**config.mk**
```make
export PLATFORM = sky130hd
export DESIGN_NAME = seg7_hex_reader
export DESIGN_NICKNAME = d
export VERILOG_FILES = /design/src/rtl/seg7_pkg.sv /design/src/rtl/seg7_pattern_decode.sv /design/src/rtl/seg7_hex_reader.sv
export SDC_FILE = /design/constraint.sdc
export NUM_CORES = 1
export LEC_CHECK = 0
export ABC_AREA = 1
export CORE_MARGIN = 5
export CORE_UTILIZATION = 41
export DETAILED_ROUTE_END_ITERATION = 6
export GPL_TIMING_DRIVEN = 0
export MAX_ROUTING_LAYER = met4
export SYNTH_ARGS = -nofsm -noshare
export SYNTH_HDL_FRONTEND = slang
export SYNTH_HIERARCHICAL = 1
export SYNTH_SLANG_ARGS = --single-unit
export TNS_END_PERCENT = 10
```
**constraint.sdc**
```tcl
create_clock -name clk -period 2 [get_ports clk]
set_input_delay 0.4 -clock clk [delete_from_list [all_inputs] [get_ports clk]]
set_output_delay 0.4 -clock clk [all_outputs]
set_load 0.01 [all_outputs]
```
**src/rtl/seg7_pkg.sv**
```systemverilog
// Shared glyph table and FSM state type for the seven-segment hex reader.
// Glyphs are a-first: bit 6 = segment a ... bit 0 = segment g.
package seg7_pkg;

    localparam logic [6:0] SEG_BLANK = 7'h00;
    localparam logic [6:0] SEG_0     = 7'h7E;
    localparam logic [6:0] SEG_1     = 7'h30;
    localparam logic [6:0] SEG_2     = 7'h6D;
    localparam logic [6:0] SEG_3     = 7'h79;
    localparam logic [6:0] SEG_4     = 7'h33;
    localparam logic [6:0] SEG_5     = 7'h5B;
    localparam logic [6:0] SEG_6     = 7'h5F;
    localparam logic [6:0] SEG_7     = 7'h70;
    localparam logic [6:0] SEG_8     = 7'h7F;
    localparam logic [6:0] SEG_9     = 7'h7B;
    localparam logic [6:0] SEG_A     = 7'h77;
    localparam logic [6:0] SEG_B     = 7'h1F;
    localparam logic [6:0] SEG_C     = 7'h4E;
    localparam logic [6:0] SEG_D     = 7'h3D;
    localparam logic [6:0] SEG_E     = 7'h4F;
    localparam logic [6:0] SEG_F     = 7'h47;

    typedef enum logic [1:0] {
        IDLE   = 2'd0,
        SETTLE = 2'd1,
        HOLD   = 2'd2
    } state_t;

endpackage

```
**src/rtl/seg7_pattern_decode.sv**
```systemverilog
// Combinational inverse of the hex-to-seven-segment decoder.
// Any pattern outside the 16 glyphs (blank included) flags err with hex forced to 0.
module seg7_pattern_decode
    import seg7_pkg::*;
(
    input  logic [6:0] seg,
    output logic [3:0] hex,
    output logic       err
);

    // Glyph lookup
    always_comb begin
        hex = 4'h0;
        err = 1'b0;
        case (seg)
            SEG_0:   hex = 4'h0;
            SEG_1:   hex = 4'h1;
            SEG_2:   hex = 4'h2;
            SEG_3:   hex = 4'h3;
            SEG_4:   hex = 4'h4;
            SEG_5:   hex = 4'h5;
            SEG_6:   hex = 4'h6;
            SEG_7:   hex = 4'h7;
            SEG_8:   hex = 4'h8;
            SEG_9:   hex = 4'h9;
            SEG_A:   hex = 4'hA;
            SEG_B:   hex = 4'hB;
            SEG_C:   hex = 4'hC;
            SEG_D:   hex = 4'hD;
            SEG_E:   hex = 4'hE;
            SEG_F:   hex = 4'hF;
            default: begin
                hex = 4'h0;
                err = 1'b1;
            end
        endcase
    end

endmodule

```
**src/rtl/seg7_hex_reader.sv**
```systemverilog
// Recovers hex digits from a sampled seven-segment bus: sync, debounce, decode, valid/ready out.
// Optional SEG7_DP_EN adds the decimal point to the compared pattern and the output.
module seg7_hex_reader
    import seg7_pkg::*;
#(
    parameter int STABLE_CYCLES = 4,
    parameter int DROP_W        = 8
) (
    input  logic              clk,
    input  logic              rst_n,
    input  logic [6:0]        seg_in,
`ifdef SEG7_DP_EN
    input  logic              seg_dp,
    output logic              out_dp,
`endif
    output logic              out_valid,
    input  logic              out_ready,
    output logic [3:0]        out_hex,
    output logic              out_err,
    output logic [DROP_W-1:0] drop_cnt
);

`ifdef SEG7_DP_EN
    localparam int PW = 8;
`else
    localparam int PW = 7;
`endif
    localparam logic [7:0]        STABLE_L = 8'(STABLE_CYCLES);
    localparam logic [DROP_W-1:0] DROP_MAX = {DROP_W{1'b1}};
    localparam logic [DROP_W-1:0] DROP_ONE = {{(DROP_W-1){1'b0}}, 1'b1};

    logic [PW-1:0] seg_raw_s;
    logic [PW-1:0] sync1_r, s_seg_r, last_seg_r, cand_r;
    logic [PW-1:0] cand_next_s, last_seg_next_s;
    logic [7:0]    cnt_r, cnt_next_s;
    state_t        state_r, state_next_s;
    logic          new_event_s, fire_s, load_s, drop_s;
    logic [3:0]    dec_hex_s;
    logic          dec_err_s;

`ifdef SEG7_DP_EN
    assign seg_raw_s = {seg_dp, seg_in};
`else
    assign seg_raw_s = seg_in;
`endif

    // Two-flop synchronizer; nothing downstream looks at seg_in directly
    always_ff @(posedge clk or negedge rst_n) begin
        if (!rst_n) begin
            sync1_r <= '0;
            s_seg_r <= '0;
        end else begin
            sync1_r <= seg_raw_s;
            s_seg_r <= sync1_r;
        end
    end

    // Stability FSM; acceptance is judged on the edge where cnt reaches STABLE_CYCLES
    always_comb begin
        state_next_s    = state_r;
        cand_next_s     = cand_r;
        cnt_next_s      = cnt_r;
        last_seg_next_s = last_seg_r;
        new_event_s     = 1'b0;
        case (state_r)
            IDLE, HOLD: begin
                if (s_seg_r != last_seg_r) begin
                    state_next_s = SETTLE;
                    cand_next_s  = s_seg_r;
                    cnt_next_s   = 8'd1;
                end else begin
                    state_next_s = state_r;
                end
            end
            SETTLE: begin
                if (s_seg_r == cand_r) begin
                    cnt_next_s = cnt_r + 8'd1;
                end else begin
                    cand_next_s = s_seg_r;
                    cnt_next_s  = 8'd1;
                end
            end
            default: begin
                state_next_s = IDLE;
                cnt_next_s   = 8'd0;
            end
        endcase
        // A re-settle onto the already reported pattern updates nothing visible
        if ((state_next_s == SETTLE) && (cnt_next_s == STABLE_L)) begin
            last_seg_next_s = cand_next_s;
            cnt_next_s      = 8'd0;
            if (cand_next_s[6:0] == SEG_BLANK) begin
                state_next_s = IDLE;
            end else begin
                state_next_s = HOLD;
                new_event_s  = (cand_next_s != last_seg_r);
            end
        end else begin
            new_event_s = 1'b0;
        end
    end

    // FSM state, candidate, counter and last accepted pattern
    always_ff @(posedge clk or negedge rst_n) begin
        if (!rst_n) begin
            state_r    <= IDLE;
            cand_r     <= '0;
            cnt_r      <= 8'd0;
            last_seg_r <= '0;
        end else begin
            state_r    <= state_next_s;
            cand_r     <= cand_next_s;
            cnt_r      <= cnt_next_s;
            last_seg_r <= last_seg_next_s;
        end
    end

    seg7_pattern_decode u_decode (
        .seg (cand_next_s[6:0]),
        .hex (dec_hex_s),
        .err (dec_err_s)
    );

    assign fire_s = out_valid && out_ready;
    assign load_s = new_event_s && (!out_valid || fire_s);
    assign drop_s = new_event_s && out_valid && !fire_s;

    // Single-entry output register with saturating drop counter
    always_ff @(posedge clk or negedge rst_n) begin
        if (!rst_n) begin
            out_valid <= 1'b0;
            out_hex   <= 4'h0;
            out_err   <= 1'b0;
            drop_cnt  <= '0;
`ifdef SEG7_DP_EN
            out_dp    <= 1'b0;
`endif
        end else begin
            if (load_s) begin
                out_valid <= 1'b1;
                out_hex   <= dec_hex_s;
                out_err   <= dec_err_s;
`ifdef SEG7_DP_EN
                out_dp    <= cand_next_s[7];
`endif
            end else if (fire_s) begin
                out_valid <= 1'b0;
            end else begin
                out_valid <= out_valid;
            end
            if (drop_s && (drop_cnt != DROP_MAX)) begin
                drop_cnt <= drop_cnt + DROP_ONE;
            end else begin
                drop_cnt <= drop_cnt;
            end
        end
    end

endmodule

```
# Word-level counts from Yosys, hierarchy flattened
# Index checks and enable logic that the tools add are counted.
[word_totals]
latch_bits = 0
romBits = 0
wordCells = 67
mem_bits_rw = 0
memories = 0
regBits = 52
[classes]
n_mul = 0
n_shift = 0
n_reduce_logical = 14
n_addsub = 2
n_div = 0
magnitude_cmp = 0
muxes = 17
bitwise_logic = 0
eq_ne = 24
[ops]
columns = ["operator", "count"]
rows = [
  ["$eq A7 B7 Y1 const B", 12],
  ["$pmux W4 S15", 1],
  ["$mux W8", 3],
  ["$eq A7 B6 Y1 const B", 3],
  ["$add A8 B1 Y8 const B", 2],
  ["$pmux W8 S2", 1],
  ["$reduce_or A16 Y1", 1],
  ["$mux W7", 2],
  ["$ne A7 B7 Y1", 2],
  ["$pmux W7 S2", 1],
  ["$eq A8 B3 Y1 const B", 1],
  ["$ne A8 B8 Y1 const B", 1],
  ["$eq A7 B5 Y1 const B", 1],
  ["$eq A7 B7 Y1", 1],
  ["$logic_not A7 Y1", 1],
  ["$logic_and A1 B1 Y1", 6],
  ["$mux W2", 3],
  ["$mux W1", 5],
  ["$eq A2 B1 Y1 const B", 2],
  ["$pmux W2 S2", 1],
  ["$eq A2 B2 Y1 const B", 1],
  ["$logic_not A1 Y1", 2],
  ["$logic_not A2 Y1", 1],
  ["$reduce_bool A2 Y1", 1],
  ["2 further kinds", 2],
]

# Longest topological paths before layout
[logic_depth]
word_depth = 9
depth_mapped = 20
mapped_depth_nobuf = 20

# By module
# The synthesis kept the hierarchy.
[by_module_without_submodules]
columns = ["module", "cells_per_inst", "instances", "seq_area_each_um2", "area_per_inst_um2"]
rows = [
  ["seg7_hex_reader", 343, 1, 1301.2, 2844.0],
  ["seg7_pattern_decode", 81, 1, 0.0, 325.3],
]

# Worst setup path after synthesis
# Ideal clock, no wire load.
[synth_path]
path_type = "register -> register"
startpoint = "reg s_seg_r[1]"
endpoint = "reg out_err"
path_slack_ns = -0.023
t_arrival_ns = 1.905
setup_time_ns = 0.118
path_stages_with_launch = 16
period_less_slack_ns = 2.023
path_buffers = 0
required_ns = 1.882
cell_sequence = "dfrtp_1 > xor2_1 > nor2_2 > nand3_4 > nand2_4 > nand2_1 > nand2_1 > nand2_1 > nor2_2 > nand2_1 > nand2_1 > nor2_1 > nand2_1 > nor2_1 > nand4_1 > nand2_1"
[synth_via]
word_cells_on_any_way = 36
cone_classes = "21 x eq/ne; 11 x mux; 4 x reduce/logical"
[synth_rtl]
columns = ["item", "line_no", "text"]
rows = [
  ["start, declared", "seg7_hex_reader.sv:33", "logic [PW-1:0] sync1_r, s_seg_r, last_seg_r, cand_r;"],
  ["start signal, assigned", "seg7_hex_reader.sv:54", "s_seg_r <= sync1_r;"],
  ["$eq A7 B7 Y1 or $ne A7 B7 Y1 (tied branches)", "seg7_hex_reader.sv:76, seg7_hex_reader.sv:67", ""],
  ["$mux W7 (on tied branches)", "seg7_hex_reader.sv:76, seg7_hex_reader.sv:67", ""],
  ["$pmux W7 S2 *", "seg7_hex_reader.sv:65", "case (state_r)"],
  ["via cand_next_s[3]", "seg7_hex_reader.sv:34", "logic [PW-1:0] cand_next_s, last_seg_next_s;"],
  ["$eq A7 B7 Y1 (tied with other cells)", "seg7_pattern_decode.sv:15", "case (seg)"],
  ["$reduce_or A16 Y1 (no line) *", "-", ""],
  ["$mux W1 *", "seg7_pattern_decode.sv:15", ""],
  ["via dec_err_s", "seg7_hex_reader.sv:39", "logic dec_err_s;"],
  ["end signal, assigned", "seg7_hex_reader.sv:142", "out_err <= dec_err_s;"],
  ["end, declared", "seg7_hex_reader.sv:19", "output logic out_err,"],
]
# The timed path passes the listed nets; every way through them passes the cells marked *.
# A chain may end at the register's enable or synchronous reset.

# Worst setup path after layout
[layout_path]
startpoint = "reg s_seg_r[1]"
endpoint = "reg out_hex[2]"
[layout_via]
elab_chain_len = 7
word_cells_on_any_way = 34
cone_classes = "20 x eq/ne; 11 x mux; 3 x reduce/logical"
[layout_lines]
columns = ["item", "line_no", "text"]
rows = [
  ["$eq A7 B7 Y1 or $ne A7 B7 Y1 (tied branches)", "seg7_hex_reader.sv:76, seg7_hex_reader.sv:67", ""],
  ["$mux W7 (on tied branches)", "seg7_hex_reader.sv:76, seg7_hex_reader.sv:67", ""],
  ["$pmux W7 S2 *", "seg7_hex_reader.sv:65", ""],
  ["via cand_next_s[4]", "seg7_hex_reader.sv:34", ""],
  ["$ne A7 B7 Y1 or $logic_not A7 Y1 (tied branches)", "seg7_hex_reader.sv:96, seg7_hex_reader.sv:92", ""],
  ["$mux W1", "seg7_hex_reader.sv:92", "if (cand_next_s[6:0] == SEG_BLANK) begin"],
  ["$mux W1", "seg7_hex_reader.sv:89", "if ((state_next_s == SETTLE) && (cnt_next_s == STABLE_L)) begin"],
  ["$logic_and A1 B1 Y1", "seg7_hex_reader.sv:125", "assign load_s = new_event_s && (!out_valid || fire_s);"],
  ["end signal, assigned", "seg7_hex_reader.sv:141", "out_hex <= dec_hex_s;"],
  ["end, declared", "seg7_hex_reader.sv:18", "output logic [3:0] out_hex,"],
]
# Marked as above.

==> impl_metrics.env <==
export IMPL_status="complete, but fails checks"
export IMPL_failed_checks="negative setup slack"
export IMPL_num_vias=2856
export IMPL_top_level_ports=24
export IMPL_max_freq_mhz=411
export IMPL_drc=0
export IMPL_num_rows=32
export IMPL_worstPathArrival_ns=2.65
export IMPL_cp_common_cell="nand2_2"
export IMPL_drtIter0Drc=152
export IMPL_worst_path_max_fanout=6
export IMPL_syn_num_nets=436
export IMPL_coreArea_sq_um=7650
export IMPL_switchingPower_uw=579
export IMPL_fin_skew_ns=0.00956
export IMPL_final_core_util_pct=53.9
export IMPL_p_leak_uw=0.00202
export IMPL_htree_levels=2
export IMPL_synth_avg_cell_area_sq_um=7.47
export IMPL_combinationalPowerShare_pct=12.6
export IMPL_hold_buffers=0
export IMPL_min_period_ns=2.43
export IMPL_area_growth_pct=30.1
export IMPL_path_buf_inv=1
export IMPL_synthArstFlopShare_pct=100
export IMPL_cts_sink_count=52
export IMPL_powerDensity_nw_per_um2=486
export IMPL_die_w_um=97.9
export IMPL_rsz0062_at_grt="yes"
export IMPL_initial_core_util_pct=41.4
export IMPL_whs_ns=0.0768
export IMPL_final_max_slew_viol_count=0
export IMPL_synth_cells=424
export IMPL_finalHoldViolCount=0
export IMPL_seq_power_share_pct=54.7
export IMPL_post_drt_wl_per_cell_um=13.1
export IMPL_grt_antenna_before_repair=0
export IMPL_clk_pin_slew_ns=0.11
export IMPL_max_stage_delay_ns=0.48
export IMPL_setup_viol=23
export IMPL_yosysSeqAreaShare_pct=41.1
export IMPL_cp_end_kind="register"
export IMPL_worstHoldPathType="in2async"
export IMPL_via_per_inst=4.96
export IMPL_clkPwrFrac_pct=32.7
export IMPL_swShare_pct=28.9
export IMPL_required_ns=2.22
export IMPL_synth_cell_types=33
export IMPL_ys_flop_type="dfrtp_1"
export IMPL_synth_seq_cells=52
export IMPL_setup_worst_path_class="reg2reg"
export IMPL_cap_violations=0
export IMPL_crit_path_top_delay_cell="dfrtp_2"
export IMPL_dr_pass1_iters=4
export IMPL_grt_usage_pct=16.4
export IMPL_synth_edff_count=0
export IMPL_cts_buffers=5
export IMPL_worst_slack_ns=-0.432
export IMPL_synth_area_sq_um=3170
export IMPL_tritoncts="built"
export IMPL_antenna_left=0
export IMPL_drive_gt1_share_pct=30.8
export IMPL_path_cells="nand2_1 -> nand2_2 -> nor2_2 -> nand2_2 -> o21bai_4 -> nand2_4 -> nand2_4 -> nand2_8 -> nand2_2 -> nand2_2 -> nor2_4 -> nand3_4 -> clkbuf_16 -> nand4_1 -> nand2_1"
export IMPL_dieArea_sq_um=9590
export IMPL_clk_latency_ns=0.32
export IMPL_overflow=0
export IMPL_grt_max_degree=30
export IMPL_ir_worst_vdd_v=0.000233
export IMPL_startpoint_type="register"
export IMPL_dp_hpwl_um=5310
export IMPL_internal_power_uw=1420
export IMPL_crit_family="simple AND/OR/NAND/NOR gates"
export IMPL_timing_final_crit_share_pct=122
export IMPL_nNetsFinal=485
export IMPL_ys_warn_count=6
export IMPL_gp_congestion=0.836
export IMPL_wirelength_um=7520
export IMPL_slew_headroom_pct=59.7
export IMPL_numPortBuffers=23
export IMPL_root_buffer="clkbuf_8"
export IMPL_n_fill_cell=698
export IMPL_grt_pass1_vias=2756
export IMPL_die_h_um=97.9
export IMPL_worst_pin_slew_ns=0.604
export IMPL_grt_pass1_wl_um=12600
export IMPL_antenna_cells=0
export IMPL_clockBufferDepth=2
==> metal layers <==
| metal | vias to the layer above | part of all wire [%] | GRT usage, % |
|---|---|---|---|
| met5 | - | 0 | - |
| met4 | 0 | 1.5 | 4.69 |
| met3 | 12 | 2.6 | 2.64 |
| met2 | 51 | 50 | 26.0 |
| met1 | 1359 | 46 | 21.7 |
| li1 | 1434 | - | - |
==> cell usage in the layout (no fill, tap or decap), types with 11 or more instances in the layout <==
cell type          n
buf_4             16
clkdlybuf4s50_1   22
dfrtp_1           48
inv_1             31
inv_2             15
nand2_1          132
nand2_2           28
nand2_4           13
nand3_1           23
nand4_1           17
nor2_1            23
nor2_2            11
nor2_4            14
==> state kept, by name (all words and copies together), names as in the netlist <==
signal,cells
out_valid,1
drop_cnt,8
out_hex,4
out_err,1
state_r,2
sync1_r,7
cnt_r,8
cand_r,7
s_seg_r,7
last_seg_r,7
==> final timing paths <==
check,start,endpoint,slack [ns],cells past startpoint
worst max register to register,s_seg_r[1]$_DFF_PN0_,out_hex[2]$_DFFE_PN0P_,-0.43,15
max in group asynchronous,rst_n,s_seg_r[1]$_DFF_PN0_,1.35,2
worst min-delay path,rst_n,sync1_r[2]$_DFF_PN0_,0.08,1
min in group clk,sync1_r[6]$_DFF_PN0_,s_seg_r[6]$_DFF_PN0_,0.36,0
worst max-delay path,s_seg_r[1]$_DFF_PN0_,out_hex[2]$_DFFE_PN0P_,-0.43,15
worst min register to register,sync1_r[6]$_DFF_PN0_,s_seg_r[6]$_DFF_PN0_,0.36,0
==> worst reg2reg max path, stage by stage (launching register included) <==
cell and delay, ns:
dfrtp_2 0.48, nand2_1 0.10, nand2_2 0.05, nor2_2 0.11, nand2_2 0.10, o21bai_4 0.30, nand2_4 0.19, nand2_4 0.14
nand2_8 0.08, nand2_2 0.08, nand2_2 0.06, nor2_4 0.13, nand3_4 0.17, clkbuf_16 0.21, nand4_1 0.09, nand2_1 0.06
==> power groups by stage <==
stage | logic [uW] | registers, uW | clock network [uW]
after global routing | 279 | 1100 | 722
final | 251 | 1100 | 655
after global placement | 179 | 1110 | 0
after floorplan | 117 | 1110 | 0
after CTS | 205 | 1090 | 676
after detailed placement | 186 | 1110 | 0
==> cell families after synthesis <==
| logic type | Yosys count | synth area share, % |
|---|---|---|
| and+or+nand+nor | 285 | 43.3 |
| DFF | 52 | 41.1 |
| xor gates and xnor gates | 13 | 3.59 |
| buffers and inverters | 54 | 7.11 |
| AOI/OAI and AO/OA | 18 | 4.18 |
| adders and majority gates | 2 | 0.789 |
==> cell type report <==
cell class	count	area [sq um]	share of cell area [%]
flip-flops and latches	52	1310	31.7
multi-input cells	318	1950	47.3
inverters	51	204	4.95
clock inverters	3	25.0	0.607
plain buffers	3	41.3	1.00
repair buffers	42	402	9.74
well taps	102	128	3.10
clock buffers	5	68.8	1.67
==> cell usage after synthesis (4+ instances only) <==
library cell	n	area, sq um
nor2_4	6	67.6
dfrtp_1	52	1300
xor2_1	10	87.6
nor2_1	33	124
o21ai_0	9	45.0
inv_2	12	45.0
nand3_2	5	50.1
inv_1	37	139
nand2_2	11	68.8
nand3_1	29	145
nand2_1	164	616
nor2_2	9	56.3
nand3_4	4	70.1
nand4_1	17	106
==> stage by stage <==
stage	setup WS (ns)	instance area, sq um	cells	power [uW]	TNS [ns]
6_report	-0.432	4120	576	2000	-6.32
5_1_grt	-0.586	4120	576	2100	-10.19
4_1_cts	-0.304	3800	568	1970	-4.22
3_5_place_dp	-0.463	3550	550	1300	-6.98
3_3_place_gp	-1.12	3540	549	1290	-64.84
2_1_floorplan	0.00245	3180	424	1220	0
==> repair_timing <==
| action | CTS | global route |
|---|---|---|
| pin swaps | 10 | 42 |
| gates resized for setup | 24 | 69 |
| endpoints found under the setup margin | 25 | 25 |
| buffers inserted | 10 | 7 |
| gates cloned | 0 | 1 |
No activity file was read; power rests on OpenSTA's default activity.
